$ cat src/rtl/maj_fold_serial.sv
// Folded bit-serial majority evaluator: popcount of an N-bit vote vector streamed in W-bit beats.
// Optional `count` result port enabled by defining MAJ_COUNT_OUT_EN.
module maj_fold_serial #(
  parameter int N = 63,
  parameter int W = 9,
  localparam int CW = $clog2(N + 1)
) (
  input  logic          clk,
  input  logic          rst,
  input  logic          in_valid,
  output logic          in_ready,
  input  logic [W-1:0]  in_data,
  output logic          out_valid,
  input  logic          out_ready,
  output logic          y0
`ifdef MAJ_COUNT_OUT_EN
  ,
  output logic [CW-1:0] count
`endif
);

  localparam int BEATS     = (N + W - 1) / W;
  localparam int BW        = (BEATS > 1) ? $clog2(BEATS) : 1;
  localparam int LAST_BITS = N - (BEATS - 1) * W;
  localparam logic [BW-1:0] LAST_BEAT = BW'(BEATS - 1);
  localparam logic [CW-1:0] THRESH    = CW'((N + 1) / 2);

  if ((N % 2) == 0 || N < 3) begin : g_bad_n
    $error("maj_fold_serial: N must be odd and >= 3");
  end
  if (W < 1 || W > N) begin : g_bad_w
    $error("maj_fold_serial: W must satisfy 1 <= W <= N");
  end

  typedef enum logic [0:0] {
    ACCUM = 1'b0,
    HOLD  = 1'b1
  } state_e;

  // Positions past N only exist in the final beat and must never be counted.
  function automatic logic [W-1:0] mask_chunk(input logic [W-1:0] d, input logic last);
    logic [W-1:0] m;
    for (int i = 0; i < W; i++) begin
      m[i] = d[i] & (~last | (i < LAST_BITS));
    end
    return m;
  endfunction

  function automatic logic [CW-1:0] popcount(input logic [W-1:0] d);
    logic [CW-1:0] s;
    s = {CW{1'b0}};
    for (int i = 0; i < W; i++) begin
      s = s + CW'(d[i]);
    end
    return s;
  endfunction

  state_e        state_q, state_d;
  logic [BW-1:0] beat_q, beat_d;
  logic [CW-1:0] acc_q, acc_d;
  logic          y0_q, y0_d;
  logic          in_ready_q, in_ready_d;
  logic          out_valid_q, out_valid_d;
`ifdef MAJ_COUNT_OUT_EN
  logic [CW-1:0] count_q, count_d;
`endif

  logic          last_beat_s;
  logic [CW-1:0] chunk_pc_s;
  logic [CW-1:0] acc_next_s;

  // Next-state, accumulation and result capture.
  always_comb begin
    state_d     = state_q;
    beat_d      = beat_q;
    acc_d       = acc_q;
    y0_d        = y0_q;
    in_ready_d  = in_ready_q;
    out_valid_d = out_valid_q;
`ifdef MAJ_COUNT_OUT_EN
    count_d     = count_q;
`endif
    last_beat_s = (beat_q == LAST_BEAT);
    chunk_pc_s  = popcount(mask_chunk(in_data, last_beat_s));
    // Beat 0 loads rather than adds, so nothing from a prior vector leaks in.
    if (beat_q == {BW{1'b0}}) begin
      acc_next_s = chunk_pc_s;
    end else begin
      acc_next_s = acc_q + chunk_pc_s;
    end

    case (state_q)
      ACCUM: begin
        if (in_valid && in_ready_q) begin
          acc_d = acc_next_s;
          if (last_beat_s) begin
            beat_d      = {BW{1'b0}};
            y0_d        = (acc_next_s >= THRESH);
`ifdef MAJ_COUNT_OUT_EN
            count_d     = acc_next_s;
`endif
            state_d     = HOLD;
            in_ready_d  = 1'b0;
            out_valid_d = 1'b1;
          end else begin
            beat_d = beat_q + BW'(1);
          end
        end else begin
          acc_d = acc_q;
        end
      end
      HOLD: begin
        if (out_ready) begin
          state_d     = ACCUM;
          in_ready_d  = 1'b1;
          out_valid_d = 1'b0;
        end else begin
          state_d = HOLD;
        end
      end
      default: begin
        state_d     = ACCUM;
        beat_d      = {BW{1'b0}};
        in_ready_d  = 1'b1;
        out_valid_d = 1'b0;
      end
    endcase
  end

  // State and registered outputs.
  always_ff @(posedge clk or posedge rst) begin
    if (rst) begin
      state_q     <= ACCUM;
      beat_q      <= {BW{1'b0}};
      acc_q       <= {CW{1'b0}};
      y0_q        <= 1'b0;
      in_ready_q  <= 1'b1;
      out_valid_q <= 1'b0;
`ifdef MAJ_COUNT_OUT_EN
      count_q     <= {CW{1'b0}};
`endif
    end else begin
      state_q     <= state_d;
      beat_q      <= beat_d;
      acc_q       <= acc_d;
      y0_q        <= y0_d;
      in_ready_q  <= in_ready_d;
      out_valid_q <= out_valid_d;
`ifdef MAJ_COUNT_OUT_EN
      count_q     <= count_d;
`endif
    end
  end

  assign in_ready  = in_ready_q;
  assign out_valid = out_valid_q;
  assign y0        = y0_q;
`ifdef MAJ_COUNT_OUT_EN
  assign count     = count_q;
`endif

endmodule

$ cat config.mk
export PLATFORM = sky130hd
export DESIGN_NAME = maj_fold_serial
export DESIGN_NICKNAME = d
export VERILOG_FILES = /design/src/rtl/maj_fold_serial.sv
export SDC_FILE = /design/constraint.sdc
export NUM_CORES = 1
export LEC_CHECK = 0
export BUFFER_PORTS_ARGS = -buffer_cell sky130_fd_sc_hd__clkbuf_2
export CAP_MARGIN = 5
export CORE_UTILIZATION = 35
export DETAILED_ROUTE_END_ITERATION = 10
export HOLD_SLACK_MARGIN = 0.08
export PLACE_DENSITY = 0.52
export SYNTH_ARGS = -nofsm -noshare
export SYNTH_HDL_FRONTEND = slang
export SYNTH_SLANG_ARGS = --single-unit
$ cat constraint.sdc
create_clock -name clk -period 2.7 [get_ports clk]
set_input_delay 0 -clock clk [delete_from_list [all_inputs] [get_ports clk]]
set_output_delay 0 -clock clk [all_outputs]
set_load 0.01 [all_outputs]
### After elaboration in Yosys (flattened, before gate mapping)

Index checks and enable logic that the tools add are counted.

* input bits: 13
* register bits: 13
* word-level logic and storage cells: 41

* bitwise gates (word level): 1
* $lt $le $gt $ge: 1
* multiplexer cells: 14
* $add $sub $neg: 10
* reductions and logical operators: 5
* equality and inequality tests: 4

Operators with widths (count)
* adder 6 x 1 -> 6 bit: 3
* two-way mux 1 bit: 9
* adder 5 x 1 -> 6 bit: 1
* adder 6 bit: 1
* >= comparator 6 bit, second input constant: 1
* two-way mux 6 bit: 1
* inequality test 2 bit, second input constant: 3
* case mux 1 bit (2 select lines): 3
* AND reduction 3 bit: 2
* adder 4 x 1 -> 5 bit: 1
* adder 3 x 1 -> 4 bit: 1
* adder 2 x 1 -> 3 bit: 1
* adder 3 x 1 -> 3 bit, second input constant: 1
* equality test 3 bit, second input constant: 1
* zero test 3 bit: 1
* two-way mux 3 bit: 1
* adder 1 x 1 -> 2 bit: 1
* AND reduction 2 bit: 1
* logical AND 1 bit: 1
* NOT 1 bit: 1

### Longest topological paths before layout

* word-level depth: 11
* mapped depth: 13
* mapped depth without buffers: 13

### Least setup slack after synthesis

No wires, ideal clock.

* path kind: input -> register
* from: input in_data[0]
* to: register acc_q[4]
* arrival time: 3.306 ns
* buffers on the path: 0
* setup slack: -0.684 ns
* data required time: 2.622 ns
* stages on the path: 12
* path through: inv_1 > fa_1 > fa_1 > fa_1 > fa_1 > fa_1 > xnor2_1 > ha_1 > nor2b_1 > o21a_1 > o31ai_1 > o2bb2ai_1

* cells in the longest elaborated chain, start to end: 10

Ends and longest elaborated chain
* start, declared: RTL line 12 `input logic [W-1:0] in_data,`
* adder 1 x 1 -> 2 bit (*): RTL line 53 `s = s + CW'(d[i]);`
* adder 2 x 1 -> 3 bit (*): RTL line 53
* adder 3 x 1 -> 4 bit (*): RTL line 53
* adder 4 x 1 -> 5 bit (*): RTL line 53
* adder 5 x 1 -> 6 bit (*): RTL line 53
* adder 6 x 1 -> 6 bit (*) (3 in series): RTL line 53
* adder 6 bit: RTL line 89 `acc_next_s = acc_q + chunk_pc_s;`
* two-way mux 6 bit (*): RTL line 86 `if (beat_q == {BW{1'b0}}) begin`
* end signal, assigned: RTL line 135 `acc_q <= {CW{1'b0}};`
* end, declared: RTL line 60 `logic [CW-1:0] acc_q, acc_d;`

Every way passes the cells marked *; elsewhere a longest branch is shown, timed or not.
A chain may end at the register's enable or synchronous reset.

### Final worst setup path

* from: input in_data[0]
* to: register acc_q[5]

Same word-level chain as after synthesis.

==> flow_summary.yaml <==
outcome:
  status: "complete, but fails checks"
  violations: "setup timing"
global_routing:
  grt_pass1_vias: 700
  antenna_found_initial: 0
  grt_first_pass_wirelength_um: 3042
  overflow: 0
  grt_max_degree: 16
  grt.total_usage_pct: 14.54
detailed_routing:
  routedWlPerCell_um: 11.35
  routed_wl_um: 1827
  antenna_left: 0
  drc: 0
  vias: 758
  drt_iter0_markers: 10
  post_drt_via_cell_ratio: 4.708
  first_pass_iters: 4
power:
  power.internal_uw: 728.4
  clockPowerShare_pct: 9.9
  p_seq_share_pct: 29.7
  p_per_area_mw_per_mm2: 985.0
  peakVddDrop_mv: 0.4861
  switching_share_pct: 41.83
  combPwrFrac_pct: 60.4
  switchingPower_uw: 523.8
  p_leak_uw: 0.0006152
synth:
  synth.top_cell.area_share_pct: 31.01
  yosysSeqAreaShare_pct: 33.72
  yosysMostFrequentCell: "inv_1"
  synth_common_cells: "inv_1, dfrtp_1, nand2_1"
  synth_cell_types: 31
  yosys_warnings: 0
  synth_edf_count: 0
  syn_area_per_cell_um2: 9.312
  syn-instance-count: 104
  synth_seq_cells: 13
  synth_top_flop_cell: "dfrtp_1"
  yosys.area.top_type: "dfrtp_1"
  synth.area.top_cells: "dfrtp_1, fa_1, inv_1, ha_1, nand2_1"
  synth_fp_nets: 129
  synth.cell_area_um2: 968.4
  synthArstFlopShare_pct: 100.0
cts:
  path_clk_slew_ns: 0.08
  clock_latency_ns: 0.28
  cts-buffers-inserted: 3
  cts_sinks: 13
  cts_buffer_depth: 2
  htreeDepth: 1
  cts_tree: "done"
  cts_root_buffer: "clkbuf_4"
floorplanning:
  die_area_mm2: 0.002981
  die_w_um: 54.60
  ios: 16
  core_area_mm2: 0.002545
  rows: 18
  initial_core_util_pct: 38.05
  die_h_um: 54.60
layout:
  utilization_pct: 49.95
  drive_above_1_share_pct: 35.11
  stdcell_area_mm2: 0.001271
  n_antenna_cell: 0
  syn2layout_area_growth_pct: 31.27
  nets: 157
  finalNonFillerCells: 161
flow_run:
  drv_cap: 0
placed_design:
  hpwl_um: 1330
  routabilityCongestion: 0.7687
  dp.cells: 153
  placement.io_buffers: 15
  placed_area_mm2: 0.001145
setup_path:
  path_max_fanout: 4
  cp_data_required_time_ns: 2.87
  end_kind: "flip-flop"
  critPathArrivalTime_ns: 3.38
  worstPathCellList: "buf_8 -> inv_8 -> fa_1 -> fa_1 -> fa_1 -> fa_2 -> fa_2 -> xnor2_4 -> ha_4 -> nand3_2 -> o211ai_2 -> o21ai_1 -> a22o_1"
  worst-path-buf-inv: 2
  worstSetupPathType: "in2reg"
  cpPeakStageDelay_ns: 0.54
  cpMaxStageDelayCell: "fa_1"
  start_kind: "input port"
  critPathTopFamily: "adder cells"
  crit_top_cell: "fa_1"
sta:
  slew_headroom_pct: 66.29
  timing.fmax_mhz: 312.0
  hold_viol_final: 0
  rsz0062_at_grt: "yes"
  finalSetupViolations: 6
  finalCritPeriodShare_pct: 118.7
  worst_pin_slew_ns: 0.5051
  layout_setup_ws_ns: -0.5050
  whs_ns: 0.1215
  fin_crit_ns: 3.205
  timing.setup.tns_ns: -2.694
  maxSlewViolCount: 0
  clock_skew_ns: 0.0006608
worst_hold_path:
  worst_hold_path_type: "in2reg"
[registers in the layout, indices dropped and copies added (netlist names)]
name / count
y0: 1
in_ready: 1
beat_q: 3
acc_q: 6
state_q: 1
out_valid: 1
[power by group through the flow]
stage | sequential, µW | clock, µW | combinational [µW]
floorplan | 360 | 0 | 475
global placement | 367 | 0 | 607
detailed placement | 370 | 0 | 624
CTS | 368 | 129 | 701
global route | 384 | 136 | 855
finish | 372 | 124 | 756
[worst min-delay path: stages]
cell and delay [ns]:
clkbuf_2 0.11, nand3b_4 0.17, o21ai_1 0.08
[kinds of logic after synthesis]
group / synth area share, %
AO/OA/AOI/OAI: 16.93
adder cells (fa/ha/maj): 20.16
flip-flops: 33.72
AND/OR/NAND/NOR: 17.83
XOR/XNOR: 2.714
buffers and inverters: 8.656
[final cells by class]
cell class                      count  area [µm²]
Multi-Input combinational cell     69       633.1
Tap cell                           30       37.54
Inverter                           21       86.33
Clock buffer                        4       26.28
Fill cell                         248        1274
Timing Repair Buffer               24       161.4
Sequential cell                    13       326.6
[what timing repair did]
item / CTS / global route
resized for setup: 5 / 7
hold endpoints to repair: 15 / 0
hold buffers: 2 / 0
pin swaps: 11 / 5
buffers inserted: 2 / 0
endpoints found under the setup margin: 6 / 6
[cells in the final DEF, fill, tap and decap left out, types with 3 or more instances in the layout]
cell / n
fa_1: 3
nand2_1: 11
o21ai_1: 5
inv_1: 17
a21oi_1: 3
nor2_1: 4
clkbuf_2: 14
dfrtp_1: 12
buf_4: 6
ha_1: 4
o21ai_0: 4
clkbuf_4: 3
fa_2: 3
inv_2: 3
[per-layer routing]
layer / part of all wire [%] / global-route usage, % / vias up
met5: 0 / 0 / -
met4: 0.49 / 2.564 / 0
met3: 2.5 / 5.000 / 3
met2: 48 / 22.09 / 8
met1: 49 / 19.97 / 351
li1: - / - / 396
[metrics by stage]
step / setup WS (ns) / total power (µW)
2_1_floorplan: -0.5931 / 835.5
5_1_grt: -0.6076 / 1375
3_5_place_dp: -0.8888 / 993.9
3_3_place_gp: -0.8282 / 974.6
6_report: -0.5050 / 1252
4_1_cts: -0.5555 / 1197
[final timing paths]
check | startpoint | end | slack, ns | cells after the start
max in group asynchronous | rst | in_ready$_DFFE_PP1P_ | 2.08 | 3
min | in_valid | acc_q[2]$_DFFE_PP0P_ | 0.12 | 3
max reg2reg | acc_q[0]$_DFFE_PP0P_ | acc_q[4]$_DFFE_PP0P_ | 1.07 | 7
min in group asynchronous | rst | acc_q[5]$_DFFE_PP0P_ | 0.26 | 3
max | in_data[0] | acc_q[5]$_DFFE_PP0P_ | -0.50 | 13
min reg2reg | out_valid$_DFFE_PP0P_ | out_valid$_DFFE_PP0P_ | 0.49 | 2
(Power assumes the default switching activity.)
